[src/rtl/waterbear_pkg.sv]
// Shared opcode, FSM state and instruction-field helpers for the waterbear core.
package waterbear_pkg;

  localparam logic [3:0] OP_NOP = 4'd0;
  localparam logic [3:0] OP_LDR = 4'd1;
  localparam logic [3:0] OP_STR = 4'd2;
  localparam logic [3:0] OP_ADD = 4'd3;
  localparam logic [3:0] OP_SUB = 4'd4;
  localparam logic [3:0] OP_EQU = 4'd5;
  localparam logic [3:0] OP_JMP = 4'd6;
  localparam logic [3:0] OP_HLT = 4'd7;

  typedef logic [2:0] state_t;

  localparam state_t ST_FETCH     = 3'd0;
  localparam state_t ST_DECODE    = 3'd1;
  localparam state_t ST_EXECUTE   = 3'd2;
  localparam state_t ST_WRITEBACK = 3'd3;
  localparam state_t ST_HALT      = 3'd4;

  // Instruction layout, LSB first: operand, imm flag, 4-bit opcode, reserved.
  function automatic int unsigned imm_bit(input int unsigned opnd_w);
    return opnd_w;
  endfunction

  function automatic int unsigned op_lsb(input int unsigned opnd_w);
    return opnd_w + 1;
  endfunction

  function automatic int unsigned field_w(input int unsigned opnd_w);
    return opnd_w + 5;
  endfunction

endpackage

[src/rtl/waterbear_wmem.sv]
// Work memory: one synchronous write port, one asynchronous read port, no reset.
module waterbear_wmem #(
  parameter int unsigned AW = 6,
  parameter int unsigned DW = 8
) (
  input  logic          clk_i,
  input  logic          we_i,
  input  logic [AW-1:0] waddr_i,
  input  logic [DW-1:0] wdata_i,
  input  logic [AW-1:0] raddr_i,
  output logic [DW-1:0] rdata_o
);

  logic [DW-1:0] mem_q [2**AW];

  always_ff @(posedge clk_i) begin
    if (we_i) begin
      mem_q[waddr_i] <= wdata_i;
    end
  end

  assign rdata_o = mem_q[raddr_i];

endmodule

[src/rtl/waterbear_core.sv]
// Multi-cycle accumulator CPU: FETCH -> DECODE -> EXECUTE -> WRITEBACK, HALT terminal.
module waterbear_core
  import waterbear_pkg::*;
#(
  parameter int unsigned DATA_W  = 8,
  parameter int unsigned ADDR_W  = 8,
  parameter int unsigned OPND_W  = 6,
  parameter int unsigned INSTR_W = 16
) (
  input  logic               clk_i,
  input  logic               rst_ni,
  output logic               imem_req_o,
  output logic [ADDR_W-1:0]  imem_addr_o,
  input  logic               imem_valid_i,
  input  logic [INSTR_W-1:0] imem_rdata_i,
  output logic [ADDR_W-1:0]  pc_o,
  output logic [DATA_W-1:0]  acc_o,
  output logic               flag_z_o,
  output logic               flag_c_o,
  output logic               halted_o
);

  localparam int unsigned FieldW = field_w(OPND_W);
  localparam int unsigned ImmBit = imm_bit(OPND_W);
  localparam int unsigned OpLsb  = op_lsb(OPND_W);

  state_t              state_q, state_d;
  logic [FieldW-1:0]   ir_q, ir_d;
  logic [ADDR_W-1:0]   pc_q, pc_d;
  logic [DATA_W-1:0]   acc_q, acc_d;
  logic                z_q, z_d;
  logic                c_q, c_d;
  logic                req_en_q, req_en_d;
  logic [3:0]          op_q, op_d;
  logic                imm_q, imm_d;
  logic [OPND_W-1:0]   opnd_q, opnd_d;
  logic [DATA_W-1:0]   val_q, val_d;
  logic [DATA_W-1:0]   res_q, res_d;
  logic                res_z_q, res_z_d;
  logic                res_c_q, res_c_d;
  logic                jmp_q, jmp_d;

  logic [DATA_W:0]     sum;
  logic [DATA_W:0]     diff;
  logic [DATA_W-1:0]   wmem_rdata;
  logic                wmem_we;

  if (INSTR_W > FieldW) begin : g_rsvd
    logic unused_rsvd;
    assign unused_rsvd = ^imem_rdata_i[INSTR_W-1:FieldW];
  end

  // Request held low for the first cycle out of reset so a stale response is dropped.
  assign imem_req_o  = (state_q == ST_FETCH) && req_en_q;
  assign imem_addr_o = pc_q;
  assign pc_o        = pc_q;
  assign acc_o       = acc_q;
  assign flag_z_o    = z_q;
  assign flag_c_o    = c_q;
  assign halted_o    = (state_q == ST_HALT);

  assign sum     = {1'b0, acc_q} + {1'b0, val_q};
  assign diff    = {1'b0, acc_q} - {1'b0, val_q};
  assign wmem_we = (state_q == ST_WRITEBACK) && (op_q == OP_STR);

  waterbear_wmem #(
    .AW (OPND_W),
    .DW (DATA_W)
  ) u_wmem (
    .clk_i   (clk_i),
    .we_i    (wmem_we),
    .waddr_i (opnd_q),
    .wdata_i (acc_q),
    .raddr_i (ir_q[OPND_W-1:0]),
    .rdata_o (wmem_rdata)
  );

  always_comb begin
    state_d  = state_q;
    ir_d     = ir_q;
    pc_d     = pc_q;
    acc_d    = acc_q;
    z_d      = z_q;
    c_d      = c_q;
    req_en_d = 1'b1;
    op_d     = op_q;
    imm_d    = imm_q;
    opnd_d   = opnd_q;
    val_d    = val_q;
    res_d    = res_q;
    res_z_d  = res_z_q;
    res_c_d  = res_c_q;
    jmp_d    = jmp_q;

    case (state_q)
      ST_FETCH: begin
        if (imem_req_o && imem_valid_i) begin
          ir_d    = imem_rdata_i[FieldW-1:0];
          pc_d    = pc_q + ADDR_W'(1);
          state_d = ST_DECODE;
        end
      end

      ST_DECODE: begin
        op_d    = ir_q[OpLsb +: 4];
        imm_d   = ir_q[ImmBit];
        opnd_d  = ir_q[OPND_W-1:0];
        val_d   = ir_q[ImmBit] ? DATA_W'(ir_q[OPND_W-1:0]) : wmem_rdata;
        state_d = ST_EXECUTE;
      end

      ST_EXECUTE: begin
        res_d   = acc_q;
        res_z_d = z_q;
        res_c_d = c_q;
        case (op_q)
          OP_LDR: begin
            res_d   = val_q;
            res_z_d = (val_q == '0);
          end
          OP_ADD: begin
            res_d   = sum[DATA_W-1:0];
            res_z_d = (sum[DATA_W-1:0] == '0);
            res_c_d = sum[DATA_W];
          end
          OP_SUB: begin
            res_d   = diff[DATA_W-1:0];
            res_z_d = (diff[DATA_W-1:0] == '0);
            res_c_d = diff[DATA_W];
          end
          OP_EQU: res_z_d = (acc_q == val_q);
          default: ;
        endcase
        jmp_d   = (op_q == OP_JMP) && (!imm_q || z_q);
        state_d = ST_WRITEBACK;
      end

      ST_WRITEBACK: begin
        // Non-ALU ops carry the held acc/flags through res_*, so commit is uniform.
        acc_d = res_q;
        z_d   = res_z_q;
        c_d   = res_c_q;
        if (jmp_q) begin
          pc_d = ADDR_W'(opnd_q);
        end
        state_d = (op_q == OP_HLT) ? ST_HALT : ST_FETCH;
      end

      ST_HALT: ;

      default: state_d = ST_FETCH;
    endcase
  end

  always_ff @(posedge clk_i or negedge rst_ni) begin
    if (!rst_ni) begin
      state_q  <= ST_FETCH;
      ir_q     <= '0;
      pc_q     <= '0;
      acc_q    <= '0;
      z_q      <= 1'b0;
      c_q      <= 1'b0;
      req_en_q <= 1'b0;
      op_q     <= OP_NOP;
      imm_q    <= 1'b0;
      opnd_q   <= '0;
      val_q    <= '0;
      res_q    <= '0;
      res_z_q  <= 1'b0;
      res_c_q  <= 1'b0;
      jmp_q    <= 1'b0;
    end else begin
      state_q  <= state_d;
      ir_q     <= ir_d;
      pc_q     <= pc_d;
      acc_q    <= acc_d;
      z_q      <= z_d;
      c_q      <= c_d;
      req_en_q <= req_en_d;
      op_q     <= op_d;
      imm_q    <= imm_d;
      opnd_q   <= opnd_d;
      val_q    <= val_d;
      res_q    <= res_d;
      res_z_q  <= res_z_d;
      res_c_q  <= res_c_d;
      jmp_q    <= jmp_d;
    end
  end

endmodule

[config.mk]
export PLATFORM = sky130hd
export DESIGN_NAME = waterbear_core
export DESIGN_NICKNAME = d
export VERILOG_FILES = /design/src/rtl/waterbear_pkg.sv /design/src/rtl/waterbear_wmem.sv /design/src/rtl/waterbear_core.sv
export SDC_FILE = /design/constraint.sdc
export NUM_CORES = 1
export LEC_CHECK = 0
export BUFFER_PORTS_ARGS = -buffer_cell sky130_fd_sc_hd__buf_2
export CAP_MARGIN = 20
export CORE_ASPECT_RATIO = 1.1
export CORE_UTILIZATION = 40
export DETAILED_ROUTE_END_ITERATION = 8
export HOLD_SLACK_MARGIN = 0.12
export PLACE_DENSITY = 0.54
export SKIP_CTS_REPAIR_TIMING = 1
export SYNTH_ARGS = -nofsm -noshare
export SYNTH_HDL_FRONTEND = slang
export SYNTH_SLANG_ARGS = --single-unit
[constraint.sdc]
create_clock -name clk_i -period 4 [get_ports clk_i]
set_clock_uncertainty 0.05 [all_clocks]
set_input_delay 0.4 -clock clk_i [delete_from_list [all_inputs] [get_ports clk_i]]
set_output_delay 0.4 -clock clk_i [all_outputs]
set_load 0.03 [all_outputs]
==> results.toml <==
[clocking]
cts_buffers = 57
clk_latency_ns = 0.63
root_buffer = "clkbuf_16"
cts_tree = "yes"
cts_sinks = 575
cts.path.max_buffers = 3
htreeDepth = 2
path_clk_slew_ns = 0.06

[worst_setup_path]
cp-start-kind = "flip-flop"
r2r_start = "state_q[1]"
r2r_cells = 6
startpoint = "state_q[1]"
r2r_end = "u_wmem.mem_q[44][0]"
endpoint_kind = "flip-flop"
crit_type = "reg -> reg"
required_ns = 4.29
arrival_ns = 3.56
cp_max_fo = 25
r2r_slack_ns = 0.73

[floorplanning]
rows = 93
die-area_mm2 = 0.0601
die_y_um = 257
io_pins = 47
core_area_mm2 = 0.0585
die_w_um = 234
start_util = 0.404

[place]
dp_slack_ns = 0.746
dpl.cell_count = 2147
place_congestion = 0.937
place_area_mm2 = 0.0251
numPortBuffers = 41
place_hpwl_um = 36000

[status]
status = "finished with violations"
violations = "DRC"

[cells_and_area]
drive_gt1_frac = 0.254
diodes = 0
area_growth_pct = 14.3
instances_no_fill = 2261
nets = 1497
final_cell_area_mm2 = 0.0270

[yosys]
synthTopCellsByCount = "512 x edfxtp_1, 132 x mux4_2, 110 x nand2_1"
synth_top_cell_area_share = 0.650
yosysMostFrequentCell = "edfxtp_1"
synth_area_mm2 = 0.0237
synth_cell_types = 59
synth_nets = 1377
yosysSeqAreaShare = 0.716
netlist_instances = 1338
yosysWarnings = 0
synth_area_leaders = "edfxtp_1 65%, mux4_2 13%, dfrtp_1 6.7%"
synth.ff_latch_count = 575
syn_area_per_cell_um2 = 17.7
yosys.area.top_type = "edfxtp_1"
async_flop_share = 0.110
synthFlopType = "edfxtp_1"
synth_edf_count = 512

[pwr]
pwr-share-clk = 0.261
max-vdd-ir-drop_mv = 0.388
p_leak_nw = 9.13
p_switching_mw = 6.98
p_int_mw = 13.1
p_comb_frac = 0.320
p_seq_frac = 0.419
switching_share = 0.347
power_density_mw_per_mm2 = 742

[drt]
detail-route-antenna-nets = 0
num_vias = 12586
viasPerCell = 5.57
drt_iter0_markers = 1110
drtPass1Iterations = 9
wl_per_cell_um = 25.5
routed_wl_um = 57500
drc = 7

[timing]
max_freq_mhz = 306
setup-tns-final_ns = 0
hold_ws_ns = 0.366
slew_headroom = 0.379
setup_ws_ns = 0.734
worst_pin_slew_ns = 0.928
rsz0062_at_grt = "false"
setup-violations-final = 0
finalMaxSlewViolations = 0
finalCritPeriodShare = 0.817
fin_crit_ns = 3.27
final_hold_viol_count = 0

[job]
maxCapViolCount = 0

[global_route]
first_global_vias = 12862
antenna_found_initial = 2
grt_overflow_total = 0
grt_max_degree = 69
grt_pass1_wl_um = 85500
grt_use_total = 0.196

[hold_path]
hold_path.class = "in -> async"
cell type report:
class	count	area [µm²]
fill	4983	31500
sequential	575	17000
timing repair buffer	142	1060
tap	760	951
clock inverter	32	322
multi-input combinational	657	6160
inverter	25	93.8
clock buffer	70	1490
cell families after synthesis:
logic type                 share of synthesized area
AOI/OAI and AO/OA                             0.0398
xor gates and xnor gates                     0.00518
adders and majority gates                     0.0112
buffers and inverters                         0.0231
DFF                                            0.716
muxes                                          0.147
other                                       0.000159
and+or+nand+nor                               0.0571
cell usage in the layout (no fill, tap or decap), types with 5 or more instances in the layout:
cell type,netlist,final
edfxtp_1,512,512
mux4_2,132,132
nand2_1,110,110
nor2_1,91,91
buf_4,19,84
clkbuf_16,0,57
dfrtp_1,63,51
a21oi_1,42,42
buf_2,20,41
o21ai_0,28,28
mux2i_1,28,28
inv_1,25,25
mux2_2,20,20
nand3_1,19,19
ha_1,18,18
a211oi_1,17,17
nor2b_1,15,15
nor3_1,15,15
clkinv_1,0,12
clkbuf_1,28,12
dlygate4sd3_1,0,12
xnor2_1,11,11
clkinv_2,0,10
dfrtp_2,0,9
nand2b_1,8,8
o22ai_1,8,8
o221ai_1,7,7
a221oi_1,6,6
nor4_1,6,6
nand3b_1,5,5
a31oi_1,5,5
bufinv_16,0,5
buf_12,0,5
sequential cells by signal, summed over array words and instances (netlist names), 3 cells and up:
| register | count |
|---|---|
| acc_o | 8 |
| imem_addr_o | 8 |
| ir_q | 11 |
| op_q | 4 |
| opnd_q | 6 |
| res_q | 8 |
| state_q | 3 |
| u_wmem.mem_q | 512 |
| val_q | 8 |
stage by stage:
stage / util / total power, mW
2_1_floorplan: - / 12.7
3_3_place_gp: 0.429 / 15.0
3_5_place_dp: 0.429 / 15.1
4_1_cts: 0.460 / 20.3
5_1_grt: 0.462 / 21.0
6_report: 0.462 / 20.1
critical path, stage by stage, from the launching register on:
cell and delay, ns:
dfrtp_1 0.49, nand2_1 0.11, or2_2 0.48, nor3_1 0.48, nand2_1 0.58, nor2_1 0.55, buf_4 0.23
power by group through the flow:
stage                     logic [mW]  clock network, mW  registers, mW
after global routing            6.96               5.56           8.48
after CTS                       6.53               5.35           8.42
final                           6.43               5.24           8.41
after global placement          6.45                  0           8.54
after floorplan                 4.36                  0           8.35
after detailed placement        6.50                  0           8.55
worst max path at each step:
stage	end	slack [ns]	cells after the start
after floorplan	res_z_q	0.77	11
after global placement	u_wmem.mem_q[44][6]	0.80	6
after detailed placement	u_wmem.mem_q[44][0]	0.75	6
after CTS	u_wmem.mem_q[44][0]	0.76	6
after global routing	u_wmem.mem_q[44][0]	0.62	6
final	u_wmem.mem_q[44][0]	0.73	6
layer usage:
metal / wire, µm / global-route usage
met1: 24700 / 0.267
met2: 28600 / 0.324
met3: 2610 / 0.0278
met4: 1580 / 0.0583
met5: 0 / 0
Power figures use the tool's default switching activity.
